===== config.mk =====
export PLATFORM = sky130hd
export DESIGN_NAME = hba_quad
export DESIGN_NICKNAME = d
export VERILOG_FILES = /design/src/rtl/hba_quad.sv
export SDC_FILE = /design/constraint.sdc
export NUM_CORES = 1
export LEC_CHECK = 0
export CAP_MARGIN = 15
export CORE_ASPECT_RATIO = 1.25
export CORE_MARGIN = 2
export CORE_UTILIZATION = 50
export DETAILED_ROUTE_END_ITERATION = 8
export HOLD_SLACK_MARGIN = 0.06
export PLACE_DENSITY = 0.69
export SLEW_MARGIN = 20
export SYNTH_ARGS = -nofsm -noshare
export SYNTH_HDL_FRONTEND = slang
export SYNTH_SLANG_ARGS = --single-unit

===== constraint.sdc =====
create_clock -name hba_clk -period 6.5 [get_ports hba_clk]
set_input_delay 1.625 -clock hba_clk [delete_from_list [all_inputs] [get_ports hba_clk]]
set_output_delay 1.625 -clock hba_clk [all_outputs]
set_load 0.01 [all_outputs]

===== src/rtl/hba_quad.sv =====
// Dual-channel x4 quadrature decoder on HBA slot 3: synchronised A/B pins feed
// signed 16-bit wrapping counts, read through an atomic snapshot, with a moved interrupt.
module hba_quad #(
    parameter int DBUS_WIDTH        = 8,
    parameter int PERIPH_ADDR_WIDTH = 4,
    parameter int REG_ADDR_WIDTH    = 8,
    parameter int PERIPH_ADDR       = 3
) (
    input  logic                                      hba_clk,
    input  logic                                      hba_reset,
    input  logic                                      hba_rnw,
    input  logic                                      hba_select,
    input  logic [PERIPH_ADDR_WIDTH+REG_ADDR_WIDTH-1:0] hba_abus,
    input  logic [DBUS_WIDTH-1:0]                     hba_dbus,
    output logic [DBUS_WIDTH-1:0]                     hba_dbus_slave,
    output logic                                      hba_xferack_slave,
    output logic                                      slave_interrupt,
    input  logic [1:0]                                quad_enc_a,
    input  logic [1:0]                                quad_enc_b
);

    localparam int ABUS_W = PERIPH_ADDR_WIDTH + REG_ADDR_WIDTH;
    localparam logic [PERIPH_ADDR_WIDTH-1:0] SLOT = PERIPH_ADDR_WIDTH'(PERIPH_ADDR);

    localparam logic [REG_ADDR_WIDTH-1:0] REG_CTRL     = 'd0;
    localparam logic [REG_ADDR_WIDTH-1:0] REG_LEFT_LO  = 'd1;
    localparam logic [REG_ADDR_WIDTH-1:0] REG_LEFT_HI  = 'd2;
    localparam logic [REG_ADDR_WIDTH-1:0] REG_RIGHT_LO = 'd3;
    localparam logic [REG_ADDR_WIDTH-1:0] REG_RIGHT_HI = 'd4;
    localparam logic [REG_ADDR_WIDTH-1:0] REG_STATUS   = 'd5;

    typedef enum logic [1:0] {ST_IDLE, ST_ACK, ST_WAIT} state_t;

    state_t                  state_q, state_d;
    logic [DBUS_WIDTH-1:0]   rdata_q, rdata_d;
    logic                    en_q, en_d;
    logic                    intr_en_q, intr_en_d;
    logic [1:0]              a_s1_q, a_s1_d, a_s2_q, a_s2_d;
    logic [1:0]              b_s1_q, b_s1_d, b_s2_q, b_s2_d;
    logic [1:0]              prev_a_q, prev_a_d, prev_b_q, prev_b_d;
    logic [1:0][15:0]        cnt_q, cnt_d;
    logic [1:0][15:0]        shadow_q, shadow_d;
    logic [1:0]              err_q, err_d;
    logic [1:0]              moved_q, moved_d;
    logic                    irq_q, irq_d;

    logic [1:0]              step_inc, step_dec, step_bad;
    logic                    sel_hit, accept, snap, ctrl_wr, clr, status_wr;
    logic [REG_ADDR_WIDTH-1:0] reg_addr;
    logic [DBUS_WIDTH-1:0]   rd_mux;
    logic                    unused_dbus;

    assign unused_dbus = ^hba_dbus[DBUS_WIDTH-1:3];
    assign reg_addr    = hba_abus[REG_ADDR_WIDTH-1:0];
    assign sel_hit     = hba_select && (hba_abus[ABUS_W-1:REG_ADDR_WIDTH] == SLOT);

    // Transition table on {prev AB, current AB}; forward order is 00->10->11->01->00.
    always_comb begin
        for (int ch = 0; ch < 2; ch++) begin
            step_inc[ch] = 1'b0;
            step_dec[ch] = 1'b0;
            step_bad[ch] = 1'b0;
            case ({prev_a_q[ch], prev_b_q[ch], a_s2_q[ch], b_s2_q[ch]})
                4'b00_10, 4'b10_11, 4'b11_01, 4'b01_00: step_inc[ch] = 1'b1;
                4'b00_01, 4'b01_11, 4'b11_10, 4'b10_00: step_dec[ch] = 1'b1;
                4'b00_11, 4'b11_00, 4'b10_01, 4'b01_10: step_bad[ch] = 1'b1;
                default: ;
            endcase
        end
    end

    always_comb begin
        rd_mux = '0;
        case (reg_addr)
            REG_CTRL:     rd_mux = {6'b0, intr_en_q, en_q};
            REG_LEFT_LO:  rd_mux = cnt_q[0][7:0];
            REG_LEFT_HI:  rd_mux = shadow_q[0][15:8];
            REG_RIGHT_LO: rd_mux = shadow_q[1][7:0];
            REG_RIGHT_HI: rd_mux = shadow_q[1][15:8];
            REG_STATUS:   rd_mux = {4'b0, moved_q[1], moved_q[0], err_q[1], err_q[0]};
            default:      rd_mux = '0;
        endcase
    end

    // NOTE: every variable gets a default before the case so no latch is inferred.
    always_comb begin
        state_d = state_q;
        rdata_d = rdata_q;
        accept  = 1'b0;
        case (state_q)
            ST_IDLE: begin
                if (sel_hit) begin
                    state_d = ST_ACK;
                    accept  = 1'b1;
                    rdata_d = hba_rnw ? rd_mux : '0;
                end
            end
            ST_ACK:  state_d = ST_WAIT;
            ST_WAIT: if (!hba_select) state_d = ST_IDLE;
            default: state_d = ST_IDLE;
        endcase
    end

    assign snap      = accept &&  hba_rnw && (reg_addr == REG_LEFT_LO);
    assign ctrl_wr   = accept && !hba_rnw && (reg_addr == REG_CTRL);
    assign status_wr = accept && !hba_rnw && (reg_addr == REG_STATUS);
    assign clr       = ctrl_wr && hba_dbus[2];

    always_comb begin
        a_s1_d    = quad_enc_a;
        b_s1_d    = quad_enc_b;
        a_s2_d    = a_s1_q;
        b_s2_d    = b_s1_q;
        prev_a_d  = a_s2_q;
        prev_b_d  = b_s2_q;
        en_d      = ctrl_wr ? hba_dbus[0] : en_q;
        intr_en_d = ctrl_wr ? hba_dbus[1] : intr_en_q;
        irq_d     = intr_en_q && (|moved_q);
        for (int ch = 0; ch < 2; ch++) begin
            cnt_d[ch]    = cnt_q[ch];
            shadow_d[ch] = snap ? cnt_q[ch] : shadow_q[ch];
            // Snapshot clears MOVED but a step on the same edge re-sets it.
            moved_d[ch]  = (moved_q[ch] && !snap) || (en_q && (step_inc[ch] || step_dec[ch]));
            err_d[ch]    = (clr || status_wr) ? 1'b0 : (err_q[ch] || step_bad[ch]);
            if (clr) begin
                cnt_d[ch] = '0;
            end else if (en_q && step_inc[ch]) begin
                cnt_d[ch] = cnt_q[ch] + 16'd1;
            end else if (en_q && step_dec[ch]) begin
                cnt_d[ch] = cnt_q[ch] - 16'd1;
            end
        end
    end

    // NOTE: state registers use non-blocking assignments so all flops update together.
    always_ff @(posedge hba_clk or posedge hba_reset) begin
        if (hba_reset) begin
            state_q   <= ST_IDLE;
            rdata_q   <= '0;
            en_q      <= 1'b0;
            intr_en_q <= 1'b0;
            a_s1_q    <= '0;
            a_s2_q    <= '0;
            b_s1_q    <= '0;
            b_s2_q    <= '0;
            prev_a_q  <= '0;
            prev_b_q  <= '0;
            cnt_q     <= '0;
            shadow_q  <= '0;
            err_q     <= '0;
            moved_q   <= '0;
            irq_q     <= 1'b0;
        end else begin
            state_q   <= state_d;
            rdata_q   <= rdata_d;
            en_q      <= en_d;
            intr_en_q <= intr_en_d;
            a_s1_q    <= a_s1_d;
            a_s2_q    <= a_s2_d;
            b_s1_q    <= b_s1_d;
            b_s2_q    <= b_s2_d;
            prev_a_q  <= prev_a_d;
            prev_b_q  <= prev_b_d;
            cnt_q     <= cnt_d;
            shadow_q  <= shadow_d;
            err_q     <= err_d;
            moved_q   <= moved_d;
            irq_q     <= irq_d;
        end
    end

    assign hba_xferack_slave = (state_q == ST_ACK);
    assign hba_dbus_slave    = (state_q == ST_ACK) ? rdata_q : '0;
    assign slave_interrupt   = irq_q;

endmodule


==> results.toml <==
[clock_tree]
cts-root-buf = "sky130_fd_sc_hd__clkbuf_16"
ctsResizeCount = 0
clock_tree.buffer_depth = 2
insertion_delay_ns = 0.34
cts_inserted_buffers = 9
h-tree-depth = 3
cts_num_sinks = 85
cts.repair_timing.setup_buffer_count = 0
tritoncts = "built"
cts.hold.buffers_added = 0
cts.reportedPaths.clkPinSlew_ns = 0.06

[route]
num_vias = 4016
drt-total-wl_um = 11630
drt_pre_antenna_iters = 4
drc = 0
ant_nets = 0
drtIter0Drc = 233
wl_per_cell_um = 16.98
detail_route.vias_per_cell = 5.863

[status]
run_status = "finished clean"

[floorplanning]
ioPinCount = 38
core-area_mm2 = 0.01000
floorplan.initialDensity = 0.5073
design.die.area_mm2 = 0.01098
chipWidth_um = 94.11
die_y_um = 116.6
placement_rows = 41

[grt]
first_global_vias = 4040
initial_antenna_violation_count = 0
grtUsageTotal = 0.2242
grt.met3_usage = 0.03226
globalRouteMet2Util = 0.4133
most_utilized_layer_in_the_global_route_result = "met2"
grt_pass1_wl_um = 19360
grt.overflow.total = 0
grt_start_max_net_pins = 53
groute.layer.met1.usage = 0.2627

[power_and_ir_drop]
power.static_leakage_nw = 2.503
clockPowerShare = 0.440
max-vdd-ir-drop_mv = 0.09836
power.combinational.fraction = 0.085
seq_power_share = 0.475
p_sw_mw = 0.2750
power_switching_share = 0.2377
cellInternalPower_mw = 0.8822
pwr_density_cell_mw_per_mm2 = 199.5

[synth]
synth.top_cell.area_share = 0.4191
synth.ff_latch_count = 85
synth-main-ff-cell = "sky130_fd_sc_hd__dfrtp_1"
syn_avg_cell_area_um2 = 9.666
synthesis.area_mm2 = 0.005075
netlist-cell-type-count = 57
synth_area_leader_cell = "sky130_fd_sc_hd__dfrtp_1"
synth.area.top_cells = "sky130_fd_sc_hd__dfrtp_1, sky130_fd_sc_hd__ha_1, sky130_fd_sc_hd__mux2_2"
synth-async-reset-ratio = 1.000
synth_sequential_area_ratio = 0.4191
synth_cells = 525
mappedNetlistNets = 587
yosys_warnings = 0
synth_edf_count = 0

[sta]
worst_slew_margin_rel = 0.4590
timing.final.crit_share = 0.6129
max_freq_ghz = 0.2510
tightest_slew_ns = 0.8090
setup_viol = 0
hold_viol_final = 0
final_worst_setup_slack_ns = 2.516
final_max_slew_viol_count = 0
minimum_period_implied_by_the_final_worst_setup_slack_ns = 3.984
totalNegativeSetupSlack_ns = 0
setup_repair_after_global_routing_missed_its_margin = "false"
skew_ns = 0.007656

[placed_design]
dp.final_hpwl_um = 8710
detailedPlace.worstSlack_ns = 2.174
buffer_ports.inserted = 32
gpl.final_weighted_congestion = 0.8955

[critical_path]
timing.critical_path.to_type = "register"
critPathArrivalTime_ns = 4.21
timing_worst_setup_path_type = "in -> reg"
critPathRequiredTime_ns = 6.73
start_kind = "primary input"
critical_path_peak_fanout = 14

[min_path]
worst_hold_path_type = "reg -> reg"

[cells_and_area]
synthToLayoutAreaGrowth_pct = 14.28
filler_cell_count = 878
multiInputGateArea_mm2 = 0.002828
seqCellArea_mm2 = 0.002127
antennaDiodeCount = 0
design.final.nets = 613
post_route_cells_drive_above_1_share = 0.09712
utilization = 0.5797

[flow_run]
max-cap-violations = 0
==> cell usage in the layout, fill, tap and decap left out, types with 4 or more instances in the layout <==
cell type and n:
sky130_fd_sc_hd__o22ai_1 5, sky130_fd_sc_hd__xor2_1 10, sky130_fd_sc_hd__mux2i_1 17, sky130_fd_sc_hd__a22oi_1 4
sky130_fd_sc_hd__o21ai_0 28, sky130_fd_sc_hd__and3_1 4, sky130_fd_sc_hd__ha_1 32, sky130_fd_sc_hd__and2_1 11
sky130_fd_sc_hd__a21o_1 9, sky130_fd_sc_hd__o21bai_1 4, sky130_fd_sc_hd__nand2_1 59, sky130_fd_sc_hd__a211oi_1 7
sky130_fd_sc_hd__inv_1 10, sky130_fd_sc_hd__nand3_1 15, sky130_fd_sc_hd__nor3_1 12, sky130_fd_sc_hd__mux2_2 26
sky130_fd_sc_hd__clkdlybuf4s50_1 32, sky130_fd_sc_hd__a21oi_1 40, sky130_fd_sc_hd__dfrtp_1 85, sky130_fd_sc_hd__nor2_1 35
sky130_fd_sc_hd__nand2b_1 6, sky130_fd_sc_hd__a31oi_1 6, sky130_fd_sc_hd__xnor2_1 18, sky130_fd_sc_hd__a22o_1 5
sky130_fd_sc_hd__clkbuf_16 9
==> synthesized netlist by cell type (all sizes together) (6+ instances only) <==
| cell | instances |
|---|---|
| dfrtp | 85 |
| nand2 | 59 |
| a21oi | 40 |
| nor2 | 36 |
| ha | 32 |
| o21ai | 30 |
| mux2 | 26 |
| xnor2 | 18 |
| mux2i | 17 |
| nand3 | 15 |
| clkbuf | 13 |
| nor3 | 12 |
| and2 | 11 |
| inv | 11 |
| xor2 | 10 |
| a21o | 9 |
| a211oi | 7 |
| buf | 7 |
| a31oi | 6 |
| nand2b | 6 |
==> kinds of logic (layout without fill, tap and decap cells) <==
| family | after synthesis | after routing | share of synthesized area |
|---|---|---|---|
| and+or+nand+nor | 167 | 167 | 0.1580 |
| AOI/OAI and AO/OA | 137 | 137 | 0.1716 |
| DFF | 85 | 85 | 0.4191 |
| muxes | 43 | 43 | 0.09122 |
| adders and majority gates | 34 | 34 | 0.08678 |
| buffers and inverters | 31 | 62 | 0.02490 |
| xor gates and xnor gates | 28 | 28 | 0.04832 |
==> power by group through the flow <==
| stage | combinational (mW) | clock (mW) | sequential [mW] |
|---|---|---|---|
| after floorplan | 0.0687 | 0 | 0.556 |
| after global placement | 0.0959 | 0 | 0.558 |
| after detailed placement | 0.0983 | 0 | 0.559 |
| after CTS | 0.0990 | 0.516 | 0.549 |
| after global routing | 0.111 | 0.537 | 0.551 |
| final | 0.0984 | 0.510 | 0.549 |
==> stage by stage <==
step	power (mW)	hold WS [ns]	std cells	area [µm²]
floorplan	0.6245	0.3312	525	5075
global placement	0.6543	0.3325	669	5502
detailed placement	0.6576	0.3396	669	5502
CTS	1.165	0.3539	685	5799
global route	1.198	0.3623	685	5799
finish	1.157	0.3505	685	5799
==> final timing paths <==
kind                            slack [ns]  cells after the start   startpoint     endpoint
worst max-delay path                  2.52                      7  hba_abus[3]    cnt_q[30]
worst min-delay path                  0.35                      0    b_s1_q[0]    b_s2_q[0]
worst max register to register        2.90                     10    a_s2_q[1]    cnt_q[31]
worst min register to register        0.35                      0    b_s1_q[0]    b_s2_q[0]
max in group asynchronous             3.82                      3    hba_reset  prev_b_q[1]
min in group asynchronous             1.64                      2    hba_reset   rdata_q[7]
==> registers in the layout, indices dropped and copies added (netlist names) <==
register,flops
slave_interrupt,1
prev_a_q,2
rdata_q,8
a_s1_q,2
cnt_q,32
err_q,2
b_s2_q,2
state_q,2
shadow_q,24
prev_b_q,2
a_s2_q,2
moved_q,2
b_s1_q,2
intr_en_q,1
en_q,1
==> metal layers <==
| layer | wire, µm | vias up | part of all wire |
|---|---|---|---|
| met2 | 6046 | 65 | 0.52 |
| met5 | 0 | - | 0 |
| met1 | 4990 | 1970 | 0.43 |
| li1 | - | 1964 | - |
| met4 | 256 | 0 | 0.022 |
| met3 | 334 | 17 | 0.029 |
==> critical path: stages <==
cell	delay (ns)
sky130_fd_sc_hd__clkdlybuf4s50_1	0.40
sky130_fd_sc_hd__or4_4	0.55
sky130_fd_sc_hd__or3_1	0.48
sky130_fd_sc_hd__or4_4	0.69
sky130_fd_sc_hd__and4_4	0.24
sky130_fd_sc_hd__a31oi_1	0.17
sky130_fd_sc_hd__nand2_1	0.06
==> cell type report <==
class                      instances  share of cell area
multi-input combinational        409              0.4876
sequential                        85              0.3668
timing repair buffer              35             0.05912
clock buffer                       9             0.03883
tap                              129             0.02783
clock inverter                     7             0.01251
inverter                          11            0.007335
Note: power is estimated with default switching activity, not from simulation.
